===== src/rtl/wb_arbiter_pkg.sv =====
// ---------------------------------------------------------------------------
// wb_arbiter_pkg
//   Shared definitions for the two-master Wishbone arbiter slice:
//   bus widths (32/32) and the arbiter state type.
// ---------------------------------------------------------------------------
package wb_arbiter_pkg;

  localparam int unsigned WB_ADR_WIDTH = 32;
  localparam int unsigned WB_DAT_WIDTH = 32;
  localparam int unsigned WB_SEL_WIDTH = WB_DAT_WIDTH / 8;

  // Bus ownership state
  typedef enum logic [1:0] {
    ARB_IDLE = 2'd0,
    ARB_OWN0 = 2'd1,
    ARB_OWN1 = 2'd2
  } arb_state_e;

endpackage


===== src/rtl/wb_watchdog.sv =====
// ---------------------------------------------------------------------------
// wb_watchdog
//   Counts cycles of an unacknowledged strobe and forces an error once the
//   count reaches TIMEOUT_CYCLES (0 disables). On the timeout cycle the
//   strobe towards the slave is masked and a late ack is ignored by the
//   caller via timeout_o.
// Ports:
//   clk_i, rst_i   clock, synchronous active-high reset
//   stb_i          strobe as routed from the owning master
//   ack_i, err_i   slave termination
//   owner_chg_i    bus ownership changes at the next edge
//   timeout_o      forced-error pulse (same cycle as wd == TIMEOUT_CYCLES)
//   stb_o          strobe to the slave, masked during timeout
// ---------------------------------------------------------------------------
module wb_watchdog #(
   parameter int unsigned TIMEOUT_CYCLES = 16
) (
   input  logic clk_i,
   input  logic rst_i,
   input  logic stb_i,
   input  logic ack_i,
   input  logic err_i,
   input  logic owner_chg_i,
   output logic timeout_o,
   output logic stb_o
);

   localparam logic [15:0] LIMIT   = 16'(TIMEOUT_CYCLES);
   localparam bit          ENABLED = (TIMEOUT_CYCLES != 0);

   logic [15:0] wd_q;

   assign timeout_o = ENABLED && stb_i && (wd_q == LIMIT);
   assign stb_o     = stb_i & ~timeout_o;

   always_ff @(posedge clk_i) begin
      if (rst_i || owner_chg_i || !stb_i || ack_i || err_i || timeout_o) begin
         wd_q <= '0;
      end else begin
         wd_q <= wd_q + 16'd1;
      end
   end

endmodule


===== src/rtl/wb_arbiter.sv =====
// ---------------------------------------------------------------------------
// wb_arbiter
//   Two-master Wishbone classic arbiter with round-robin tie break and a
//   bus lock held for as long as the owner keeps cyc asserted. A watchdog
//   terminates strobes the slave never answers with an error.
// Ports:
//   clk_i, rst_i          system clock, synchronous active-high reset
//   m0_* / m1_*           master-side buses (cyc, stb, we, sel, adr, dat in;
//                         dat, ack, err out)
//   s_*_o                 slave-side bus towards the address decoder
//   s_dat_i, s_ack_i,
//   s_err_i               slave read data and termination
// ---------------------------------------------------------------------------
module wb_arbiter
   import wb_arbiter_pkg::*;
#(
   parameter int unsigned TIMEOUT_CYCLES = 16
) (
   input  logic                    clk_i,
   input  logic                    rst_i,
   // master 0
   input  logic                    m0_cyc_i,
   input  logic                    m0_stb_i,
   input  logic                    m0_we_i,
   input  logic [WB_SEL_WIDTH-1:0] m0_sel_i,
   input  logic [WB_ADR_WIDTH-1:0] m0_adr_i,
   input  logic [WB_DAT_WIDTH-1:0] m0_dat_i,
   output logic [WB_DAT_WIDTH-1:0] m0_dat_o,
   output logic                    m0_ack_o,
   output logic                    m0_err_o,
   // master 1
   input  logic                    m1_cyc_i,
   input  logic                    m1_stb_i,
   input  logic                    m1_we_i,
   input  logic [WB_SEL_WIDTH-1:0] m1_sel_i,
   input  logic [WB_ADR_WIDTH-1:0] m1_adr_i,
   input  logic [WB_DAT_WIDTH-1:0] m1_dat_i,
   output logic [WB_DAT_WIDTH-1:0] m1_dat_o,
   output logic                    m1_ack_o,
   output logic                    m1_err_o,
   // slave side
   output logic                    s_cyc_o,
   output logic                    s_stb_o,
   output logic                    s_we_o,
   output logic [WB_SEL_WIDTH-1:0] s_sel_o,
   output logic [WB_ADR_WIDTH-1:0] s_adr_o,
   output logic [WB_DAT_WIDTH-1:0] s_dat_o,
   input  logic [WB_DAT_WIDTH-1:0] s_dat_i,
   input  logic                    s_ack_i,
   input  logic                    s_err_i
);

   arb_state_e state_q, state_d;
   logic       last_q, last_d;
   logic       own0, own1;
   logic       raw_stb;
   logic       timeout;
   logic       term_ack, term_err;

   // ---------------- state register ----------------
   always_ff @(posedge clk_i) begin
      if (rst_i) begin
         state_q <= ARB_IDLE;
         last_q  <= 1'b1;
      end else begin
         state_q <= state_d;
         last_q  <= last_d;
      end
   end

   // ---------------- next state ----------------
   always_comb begin
      state_d = state_q;
      last_d  = last_q;
      case (state_q)
         ARB_IDLE: begin
            if (m0_cyc_i && m1_cyc_i) begin
               state_d = last_q ? ARB_OWN0 : ARB_OWN1;
            end else if (m0_cyc_i) begin
               state_d = ARB_OWN0;
            end else if (m1_cyc_i) begin
               state_d = ARB_OWN1;
            end
         end
         ARB_OWN0: begin
            if (!m0_cyc_i) begin
               last_d  = 1'b0;
               state_d = m1_cyc_i ? ARB_OWN1 : ARB_IDLE;
            end
         end
         ARB_OWN1: begin
            if (!m1_cyc_i) begin
               last_d  = 1'b1;
               state_d = m0_cyc_i ? ARB_OWN0 : ARB_IDLE;
            end
         end
         default: state_d = ARB_IDLE;
      endcase
   end

   // Reset overrides routing combinationally so nothing leaks out while
   // rst_i is high, even before the state register has been cleared.
   assign own0 = (state_q == ARB_OWN0) && !rst_i;
   assign own1 = (state_q == ARB_OWN1) && !rst_i;

   // ---------------- watchdog ----------------
   wb_watchdog #(
      .TIMEOUT_CYCLES(TIMEOUT_CYCLES)
   ) u_watchdog (
      .clk_i       (clk_i),
      .rst_i       (rst_i),
      .stb_i       (raw_stb),
      .ack_i       (s_ack_i),
      .err_i       (s_err_i),
      .owner_chg_i (state_d != state_q),
      .timeout_o   (timeout),
      .stb_o       (s_stb_o)
   );

   // err beats ack; a timeout swallows any late ack on the same cycle
   assign term_ack = s_ack_i & ~s_err_i & ~timeout;
   assign term_err = s_err_i | timeout;

   // ---------------- routing ----------------
   always_comb begin
      raw_stb  = 1'b0;
      s_cyc_o  = 1'b0;
      s_we_o   = 1'b0;
      s_sel_o  = '0;
      s_adr_o  = '0;
      s_dat_o  = '0;
      m0_dat_o = '0;
      m0_ack_o = 1'b0;
      m0_err_o = 1'b0;
      m1_dat_o = '0;
      m1_ack_o = 1'b0;
      m1_err_o = 1'b0;
      if (own0) begin
         s_cyc_o  = m0_cyc_i;
         raw_stb  = m0_stb_i;
         s_we_o   = m0_we_i;
         s_sel_o  = m0_sel_i;
         s_adr_o  = m0_adr_i;
         s_dat_o  = m0_dat_i;
         m0_dat_o = s_dat_i;
         m0_ack_o = term_ack;
         m0_err_o = term_err;
      end else if (own1) begin
         s_cyc_o  = m1_cyc_i;
         raw_stb  = m1_stb_i;
         s_we_o   = m1_we_i;
         s_sel_o  = m1_sel_i;
         s_adr_o  = m1_adr_i;
         s_dat_o  = m1_dat_i;
         m1_dat_o = s_dat_i;
         m1_ack_o = term_ack;
         m1_err_o = term_err;
      end
   end

endmodule

===== config.mk =====
export PLATFORM = sky130hd
export DESIGN_NAME = wb_arbiter
export DESIGN_NICKNAME = d
export VERILOG_FILES = /design/src/rtl/wb_arbiter_pkg.sv /design/src/rtl/wb_watchdog.sv /design/src/rtl/wb_arbiter.sv
export SDC_FILE = /design/constraint.sdc
export NUM_CORES = 1
export LEC_CHECK = 0
export ABC_CLOCK_PERIOD_IN_PS = 3590
export CAP_MARGIN = 20
export CORE_AREA = 2 2 123 125
export CTS_BUF_LIST = sky130_fd_sc_hd__clkbuf_4 sky130_fd_sc_hd__clkbuf_8
export CTS_CLUSTER_SIZE = 10
export DETAILED_ROUTE_END_ITERATION = 8
export DIE_AREA = 0 0 125 127
export HOLD_SLACK_MARGIN = 0.12
export SLEW_MARGIN = 20
export SYNTH_ARGS = -nofsm -noshare
export SYNTH_HDL_FRONTEND = slang
export SYNTH_SLANG_ARGS = --single-unit

===== constraint.sdc =====
create_clock -name clk_i -period 3.59 [get_ports clk_i]
set_input_delay 0.8975 -clock clk_i [delete_from_list [all_inputs] [get_ports clk_i]]
set_output_delay 0.8975 -clock clk_i [all_outputs]
set_load 0.05 [all_outputs]

# Word level (Yosys, flattened, before mapping)
# Index checks and enable logic that the tools add are counted.
# Widths: inputs -> output; s select.
# classes
addsub	1
n_eq_ne	6
n_mux	33
n_bitwise	6
reduce_logical	14
# op_table
operator	count
$mux 32	7
$add 16x1->16 const B	1
$eq 16x5->1 const B	1
$mux 1	15
$mux 2	7
$mux 4	2
$pmux 2 s3	1
$logic_or 1x1->1	5
$logic_and 1x1->1	4
$ne 2x2->1 const B	2
$and 1x1->1	3
$reduce_and 3->1	1
$eq 2x1->1 const B	1
$eq 2x2->1 const B	1
$logic_not 1->1	2
$logic_not 2->1	1
$ne 2x2->1	1
$not 1->1	2
$pmux 1 s2	1
$reduce_bool 2->1	1
$or 1x1->1	1
# word_totals
ff_bits	19
in_bits	178
out_inout_bits	139
wordCells	63

# Depth between registers and ports, before layout
# depth
depth_word	10
depth_mapped	7
depth_no_buf	6

# Hierarchy
# Synthesis repeated with hierarchy kept, for this count alone.
# unflattened
hier_cells	387
area_unflattened_um2	2403.6
# modules_own_cells
mod	instances	cells_per_inst	area_per_inst_um2	seq_area_each_um2
wb_arbiter	1	300	1614.0	60.1
wb_watchdog	1	87	789.5	320.3

# Worst setup path after synthesis
# No wires, ideal clock.
# synth_path
path_kind	input port to output port
start	in rst_i
end	out m0_err_o
arrival_ps	2221
required_time_ps	2693
slack_ps	471
path_stages	4
n_path_buf	2
path_cell_list	nor3b_2 buf_2 buf_2 nor2b_1
# synth_between
elab_chain_cells	7
word_cells_on_any_way	8
cone_classes	mux (3); bitwise (1); reduce/logical (4)
# synth_lines
element	line	rtl
start, declared	wb_arbiter.sv:20	input logic rst_i,
$logic_not 1->1 (*)	wb_arbiter.sv:103, wb_arbiter.sv:104	
$logic_and 1x1->1	wb_arbiter.sv:104	assign own1 = (state_q == ARB_OWN1) && !rst_i;
$mux 1	wb_arbiter.sv:148	end else if (own1) begin
$mux 1	wb_arbiter.sv:138	if (own0) begin
$logic_and 1x1->1	wb_watchdog.sv:33	assign timeout_o = ENABLED && stb_i && (wd_q == LIMIT);
$or 1x1->1	wb_arbiter.sv:122	assign term_err = s_err_i | timeout;
$mux 1 (*)	wb_arbiter.sv:138	
end, declared	wb_arbiter.sv:30	output logic m0_err_o,
# Every way passes the cells marked *; elsewhere a longest branch is shown, timed or not.

# Final worst setup path
# layout_path
start	in rst_i
end	out s_adr_o[20]
# layout_between
elab_chain_cells	4
word_cells_on_any_way	5
cone_classes	mux (2); reduce/logical (3)
# layout_lines
element	line	rtl
$logic_not 1->1 (*)	wb_arbiter.sv:103, wb_arbiter.sv:104	
$logic_and 1x1->1	wb_arbiter.sv:104	
$mux 32	wb_arbiter.sv:148	
$mux 32 (*)	wb_arbiter.sv:138	
end, declared	wb_arbiter.sv:46	output logic [WB_ADR_WIDTH-1:0] s_adr_o,
# Marked as above.

==> impl_summary.txt <==
----------------------------------------------------
[CTS]
  Clock latency reported for the late side of the worst-skew pair ... 260 ps
  Clk buf depth ... 2
  H-tree Lvls ... 1
  Post-CTS setup repair buffer count ... 0
  Hold-fix buffers at CTS ... 0
  Clock root buffer ... clkbuf_8
  Cells resized by post-CTS repair ... 0
  TritonCTS clock tree ... yes
  Clock transition at the registers of the reported paths ... approximately 70 ps
  Inserted Clock Buffers ... 3
  TritonCTS Sinks ... 19

[Detailed routing]
  Routed WL per cell ... between 15 and 20 um
  First-pass DRT Iterations ... 6
  Detailed-route vias per instance ... 4.450
  Remaining number of nets flagged by the antenna check after routing ... 0
  Post-route DRC ... 0
  Wire length reported by the detailed router ... about 15 mm
  Vias after detailed routing ... ~3400
  Starting DRC count in detailed routing ... between 100 and 150

[Power]
  VDD IR max ... 0.0001049 V
  Cell leakage power ... around 2.7 nW
  Cell Pwr Density ... 158.7 nW/um2

[Logic synthesis]
  Dominant combinational cell family by area after synthesis ... simple AND/OR/NAND/NOR gates
  Number of synthesized flops with an enable pin ... 0
  Number of distinct standard cells referenced by the synthesized netlist ... 36
  Adder-cell share of the synthesized area ... 0.01156
  Yosys warns ... 0
  Post-synthesis compound-gate area fraction ... 0.3017
  Ys flop type ... dfxtp_1
  Per-instance average area after synthesis ... 7.929 um2
  Most area-hungry cell type in the Yosys netlist ... a22o_1
  Post-Syn Instances ... 273
  Synthesized net count ... 453
  Proportion of synthesized area in mux cells ... 0
  XOR/XNOR Fraction of Synth Area ... 0.05665
  Seq/Total Area, Yosys ... 0.1757
  Post-synthesis register bit count ... 19
  Most common cell in the synthesized netlist ... a22o_1
  Synth cell count leaders ... a22o_1, and2_1, dfxtp_1
  Area share of and/or/nand/nor cells after synthesis ... 0.3844
  Main area contributors after synthesis ... a22o_1, and2_1, dfxtp_1, xnor2_1, buf_2
  Synthesized cell area ... ~2200 um2
  Proportion of register bits with asynchronous set or reset after synthesis ... 0
  Area share of the leading cell type in the synthesized netlist ... 0.2792

[Worst setup path]
  Data required time at the worst endpoint ... between 2000 and 3000 ps
  Worst setup SP type ... primary input
  Capturing element type of the critical path ... output pin
  CP Data Arrival Time ... between 2000 and 3000 ps
  Critical path type ... primary input to output pin
  Worst-path fanout max ... 40

[Global route]
  Met2 routing resource usage after global routing ... 0.3376
  Met1 Use GR ... 0.1762
  Most heavily used metal layer in global routing ... met2
  Global route total overflow ... 0
  Overall track demand over capacity in global routing ... 0.1715
  Maximum number of pins on one net before global-route repair ... 41
  Met3 Usage GRT ... 0.05402
  Global-route wire length before repair ... 21.47 mm
  Initial antenna violation count ... 0
  Via count of the first global-routing pass ... 3613

[Floorplanning]
  Count of boundary I/O pins ... ~320
  Row count ... 44
  Core ar. ... 14420 um2
  Starting density of the core ... 0.1501
  Height of the die ... 127 um
  Die boundary width ... 125 um
  Die Area ... about 16000 um2

[Finish]
  Final antenna diode count ... 0
  Layout cells sized above 1 ... 0.3053
  Total of fill cells in the finished design ... 1277
  Post-route design area ... 7066 um2
  End-of-flow core utilization ... 0.4899
  Post-Layout Cell Count ... 767
  Nets ... 764
  Synth-to-Final Area Change ... 226.4%

[Timing]
  Max-slew violation total from the final report ... 0
  Worst clock skew ... 3.574 ps
  Highest clock rate ... 287.0 MHz
  Sum of negative setup slack ... 0 ps
  Unrepaired setup endpoints after global routing ... false
  Final critical-path share of the clock period ... 0.9707
  Rel. slew slack ... 0.6852
  Final critical path time including I/O delays and setup ... 3485 ps
  Number of setup violations in the final report ... 0
  Worst Max-Slew Pin Slew ... 465.7 ps
  Number of hold violations in the final report ... 0

[Run]
  MaxCap Viol Count ... 0

[Hold path]
  Hold WC Path Type ... register to register

[Placed design]
  Half-perimeter wire length of the detailed placement result ... 12.99 mm
  Quantity of I/O buffers inserted on ports ... 316
  Total cell area at the placement stage ... about 7000 um2
  Routability-driven placement congestion ratio ... 0.9359
  Placed cell count ... 763

[Status]
  Run status ... finished, final reports clean

----------------------------------------------------
power by group:
| part | leakage [nW] | switching [mW] | total (mW) | internal (mW) |
|---|---|---|---|---|
| clock network | 0.0255 | 0.0712 | 0.148 | 0.0772 |
| registers | 0.154 | 0.00517 | 0.218 | 0.213 |
| logic | 2.52 | 0.335 | 0.755 | 0.421 |
cell type report:
type | instances | area [um2] | share of cell area
clock buffer | 3 | 41.29 | 0.005844
clock inverter | 1 | 5.005 | 0.0007083
inverter | 7 | 26.28 | 0.003719
multi-input combinational | 221 | 1645 | 0.2329
sequential | 19 | 380.4 | 0.05383
tap | 184 | 230.2 | 0.03258
timing repair buffer | 332 | 4737 | 0.6704
cell usage in the layout (no fill, tap or decap), types with 5 or more instances in the layout:
cell type	count
dfxtp_1	19
buf_4	11
nor2_1	8
nand4_1	5
a22o_1	69
nor2_2	11
clkdlybuf4s50_1	177
and2_1	65
nor3_1	5
buf_12	144
xnor2_1	9
inv_1	7
xor2_1	5
sequential cells by signal (all words and copies together), names as in the netlist:
name,cells
last_q,1
u_watchdog.wd_q,16
state_q,2
cell families after synthesis:
group	after synthesis
buffers and inverters	33
AOI/OAI and AO/OA	77
adders and majority gates	2
DFF	19
and+or+nand+nor	128
xor gates and xnor gates	14
final timing paths:
kind / startpoint / end / slack, ps / cells after the start
setup / recovery: rst_i / s_adr_o[20] / 110 / 6
hold / removal: u_watchdog.wd_q[0] / u_watchdog.wd_q[0] / 500 / 1
setup reg to reg: u_watchdog.wd_q[0] / u_watchdog.wd_q[12] / 1810 / 6
hold reg to reg: u_watchdog.wd_q[0] / u_watchdog.wd_q[0] / 500 / 1
metrics by stage:
step                      power [mW]  worst slack [ps]  hold slack [ps]
after global routing           1.159             16.21            551.0
final                          1.122             105.1            503.0
after CTS                      1.131             109.0            499.2
after floorplan               0.4949             471.0            457.7
after global placement        0.9775             139.6            476.8
after detailed placement      0.9825             117.1            479.8
worst max-delay path, cell delays in order:
cell and delay, ps:
clkdlybuf4s50_1 560, nor3b_4 270, buf_12 230, buf_4 220, a22o_1 210, buf_12 150
layer usage:
metal	up-vias	wire, um	share of wire
met5	-	0	0
met4	0	274	0.019
met3	11	1386	0.095
met2	211	8008	0.55
met1	1575	4958	0.34
li1	1616	-	-
(Power assumes the default switching activity.)
==> variant 1 (same settings) <==
Re-encode `arb_state_e` (3 states) as one-hot, 3 bits wide.
--- a/src/rtl/wb_arbiter_pkg.sv
+++ b/src/rtl/wb_arbiter_pkg.sv
@@ -10,10 +10,10 @@
   localparam int unsigned WB_SEL_WIDTH = WB_DAT_WIDTH / 8;
 
   // Bus ownership state
-  typedef enum logic [1:0] {
-    ARB_IDLE = 2'd0,
-    ARB_OWN0 = 2'd1,
-    ARB_OWN1 = 2'd2
+  typedef enum logic [2:0] {
+    ARB_IDLE = 3'b001,
+    ARB_OWN0 = 3'b010,
+    ARB_OWN1 = 3'b100
   } arb_state_e;
 
 endpackage
Formal check against the unedited RTL: same outputs for any inputs over 10 cycles, from zero or initial values and one cycle with rst_i high; not proved beyond that.
==> variant 1 against the unedited design <==
Core utilization increased by 0.45 points. Synthesized area is 5.1% higher. Worst setup slack lost 71 ps. Critical path depth unchanged. Critical path type unchanged. Die area unchanged. Global-route usage rose by 1.7 points. Total power down 26%. Routed wire length up 9.8%. First-iteration DRC count increased by 60%. Final cell count increased by 1.3%. Clock power grew 18%. Sequential cell count rose by 1. Design area grew 0.92%.
==> variant 1: results <==
# TYPE chip_impl_metric gauge
chip_impl_info{name="worstSetupEndpoint",value="s_dat_o[9]"} 1
chip_impl_info{name="regToRegStartpoint",value="state_q[0]$_SDFF_PP1_"} 1
chip_impl_metric{name="layout.cells.non_filler",unit=""} 777
chip_impl_metric{name="crit_path_max_fanout",unit=""} 21
chip_impl_metric{name="timing.reg2reg.worst_path_depth",unit=""} 4
chip_impl_metric{name="pwr.group.clock",unit="mW"} 0.174
chip_impl_metric{name="antenna_found_initial",unit=""} 1
chip_impl_metric{name="max_stage_delay",unit="ps"} 520
chip_impl_metric{name="met2_usage",unit="%"} 32.3
chip_impl_metric{name="grt_util_all_layers",unit="%"} 18.8
chip_impl_info{name="synth_area_leaders",value="a22o_1 27%, and2_1 18%, dfxtp_1 18%"} 1
chip_impl_info{name="run_status",value="completed"} 1
chip_impl_metric{name="p_comb",unit="mW"} 0.426
chip_impl_metric{name="final.hold.worst_slack",unit="ps"} 469
chip_impl_metric{name="grt.met1_usage",unit="%"} 23.8
chip_impl_info{name="min_delay_worst_endpoint",value="last_q$_SDFFE_PP1P_"} 1
chip_impl_metric{name="place_ws",unit="ps"} 52.6
chip_impl_metric{name="drc_violation_total_after_the_first_tritonroute_iteration",unit=""} 170
chip_impl_metric{name="area_fraction_in_compound_gates_after_synthesis",unit="%"} 31.6
chip_impl_metric{name="grt_max_degree",unit=""} 60
chip_impl_metric{name="met3_wirelength",unit="µm"} 1110
chip_impl_metric{name="drt_pass1_iterations",unit=""} 4
chip_impl_metric{name="synthXorXnorAreaFrac",unit="%"} 5.39
chip_impl_metric{name="power.ir.vdd_worst",unit="µV"} 228
chip_impl_metric{name="ff2ff_setup_slack",unit="ps"} 1660
chip_impl_metric{name="period_needed",unit="ps"} 3560
chip_impl_metric{name="power.static_leakage",unit="nW"} 2.69
-- variant 1: cell count changes after synthesis, sizes merged, moves of 3 or more --
cell    delta
a21oi      -3
nand2      +3
nand2b     +3
nand4      -3
nor2       +6
nor4       +3
xnor2      +3
xor2       -3
-- variant 1: through the flow --
stage / power (mW) / area, µm²
after floorplan: 0.358 / 2270
after global placement: 0.664 / 7070
after detailed placement: 0.664 / 7070
after CTS: 0.838 / 7120
after global routing: 0.862 / 7130
final: 0.835 / 7130
-- variant 1: worst register-to-register path, stage by stage, from the launching register on --
cell       delay, ps
dfxtp_1          680
o21ai_0          180
a31oi_1          240
o2111ai_2        490
nor2_1           260
-- variant 1: final cells by class --
class                      count  area (µm²)
multi-input combinational    236        1720
clock buffer                   4        55.1
tap                          184         230
antenna                        2        5.00
inverter                       6        22.5
timing repair buffer         325        4700
sequential                    20         400
fill                        1255        7290
==> variant 2 (same settings) <==
Without the edit above. Change the package constant `WB_DAT_WIDTH` from 32 to 24.
--- a/src/rtl/wb_arbiter_pkg.sv
+++ b/src/rtl/wb_arbiter_pkg.sv
@@ -6,7 +6,7 @@
 package wb_arbiter_pkg;
 
   localparam int unsigned WB_ADR_WIDTH = 32;
-  localparam int unsigned WB_DAT_WIDTH = 32;
+  localparam int unsigned WB_DAT_WIDTH = 24;
   localparam int unsigned WB_SEL_WIDTH = WB_DAT_WIDTH / 8;
 
   // Bus ownership state
Interface: changed (9 resized); port bits go from 317 to 266. The function was not compared with the original's and may differ.
==> variant 2 against the unedited design <==
Synthesized area down 9.9%. Worst setup slack better by 35 ps. Design area down 14%. Routed wire length down 15%. Non-clock buffer count down 58. Sequential power about the same. Total power down 11%. Sequential cell count unchanged.
==> variant 2: results <==
# TYPE chip_impl_metric gauge
chip_impl_metric{name="area_fraction_in_compound_gates_after_synthesis",unit="%"} 29.3
chip_impl_metric{name="drt_pass1_iterations",unit=""} 4
chip_impl_metric{name="avgSynthCellArea",unit="µm²"} 7.96
chip_impl_metric{name="grt_max_degree",unit=""} 49
chip_impl_metric{name="final.setup_skew",unit="ps"} 4.74
chip_impl_info{name="regToRegStartpoint",value="u_watchdog.wd_q[4]$_SDFF_PP0_"} 1
chip_impl_info{name="crit-reg2reg-capture",value="u_watchdog.wd_q[14]$_SDFF_PP0_"} 1
chip_impl_metric{name="avgViaCountPerCell",unit=""} 4.32
chip_impl_metric{name="power.static_leakage",unit="nW"} 2.28
chip_impl_metric{name="grt_pass1_wl",unit="µm"} 18300
chip_impl_metric{name="routabilityCongestion",unit=""} 0.897
chip_impl_metric{name="nets_finish",unit=""} 655
chip_impl_metric{name="fill_cells",unit=""} 1364
chip_impl_metric{name="timing.max_slew.rel_slack",unit="%"} 71.4
chip_impl_metric{name="ff2ff_setup_slack",unit="ps"} 1960
chip_impl_metric{name="first_global_vias",unit=""} 3140
chip_impl_metric{name="synthXorXnorAreaFrac",unit="%"} 6.29
chip_impl_metric{name="place_ws",unit="ps"} 157
chip_impl_metric{name="detailroute.via_count",unit=""} 2952
chip_impl_metric{name="dp.cells",unit=""} 680
chip_impl_metric{name="internal_power_of_the_cells",unit="mW"} 0.644
chip_impl_metric{name="drc_violation_total_after_the_first_tritonroute_iteration",unit=""} 119
chip_impl_metric{name="adder_and_majority_gate_portion_of_the_synthesized_area",unit="%"} 1.28
chip_impl_metric{name="synth_seq_area_share",unit="%"} 19.5
chip_impl_metric{name="grt_util_all_layers",unit="%"} 14.6
chip_impl_metric{name="synth_cell_types",unit=""} 34
chip_impl_info{name="synth_area_leaders",value="a22o_1 27%, dfxtp_1 19%, and2_1 16%"} 1
chip_impl_metric{name="port-buffer-count",unit=""} 265
chip_impl_info{name="run_status",value="completed"} 1
chip_impl_metric{name="placed_area",unit="µm²"} 6010
chip_impl_metric{name="syn_nets",unit=""} 399
chip_impl_info{name="netlist_top_cells_count",value="60 x a22o_1, 49 x and2_1, 19 x dfxtp_1"} 1
-- variant 2: stage by stage --
step	hold WS (ps)	utilization [%]
4_1_cts	511	42.0
3_3_place_gp	470	41.7
5_1_grt	555	42.0
2_1_floorplan	448	-
3_5_place_dp	494	41.7
6_report	501	42.0
-- variant 2: kinds of logic (layout without fill, tap and decap cells) --
kind of cell	Yosys count	after routing
AOI/OAI and AO/OA	68	68
buffers and inverters	30	285
DFF	19	19
and+or+nand+nor	112	112
xor gates and xnor gates	14	14
adders and majority gates	2	2
-- variant 2: worst max path at each step --
stage / startpoint / to / slack, ps / cells after the start
detailed placement: rst_i / s_dat_o[13] / 160 / 6
floorplan: rst_i / m1_err_o / 290 / 5
global route: rst_i / s_dat_o[7] / 60 / 6
global placement: rst_i / s_dat_o[14] / 220 / 6
CTS: rst_i / s_dat_o[13] / 140 / 6
finish: rst_i / s_dat_o[13] / 140 / 6
-- variant 2: area by class of cell --
cell class	count	share of cell area [%]
clock buffer	3	0.682
inverter	7	0.434
sequential	19	6.28
timing repair buffer	274	64.8
multi-input combinational	196	23.9
clock inverter	1	0.0827
tap	184	3.80
-- variant 2: power groups by stage --
stage	sequential [mW]	clock [mW]	combinational (mW)
global placement	0.222	0	0.635
finish	0.218	0.145	0.636
CTS	0.218	0.153	0.640
global route	0.218	0.158	0.659
floorplan	0.219	0	0.235
detailed placement	0.223	0	0.637
-- variant 2: layer usage --
metal / part of all wire [%] / global-route usage (%) / routed length, µm
met1: 37 / 16.8 / 4680
met2: 51 / 26.4 / 6360
met3: 10 / 5.57 / 1300
met4: 1.1 / 1.90 / 139
met5: 0 / 0 / 0
-- variant 2: worst max-delay path, delay by kind of cell --
kind                   cells  cell delay [ps]
AO/OA/AOI/OAI              1              210
buffers and inverters      4             1150
AND/OR/NAND/NOR            1              270
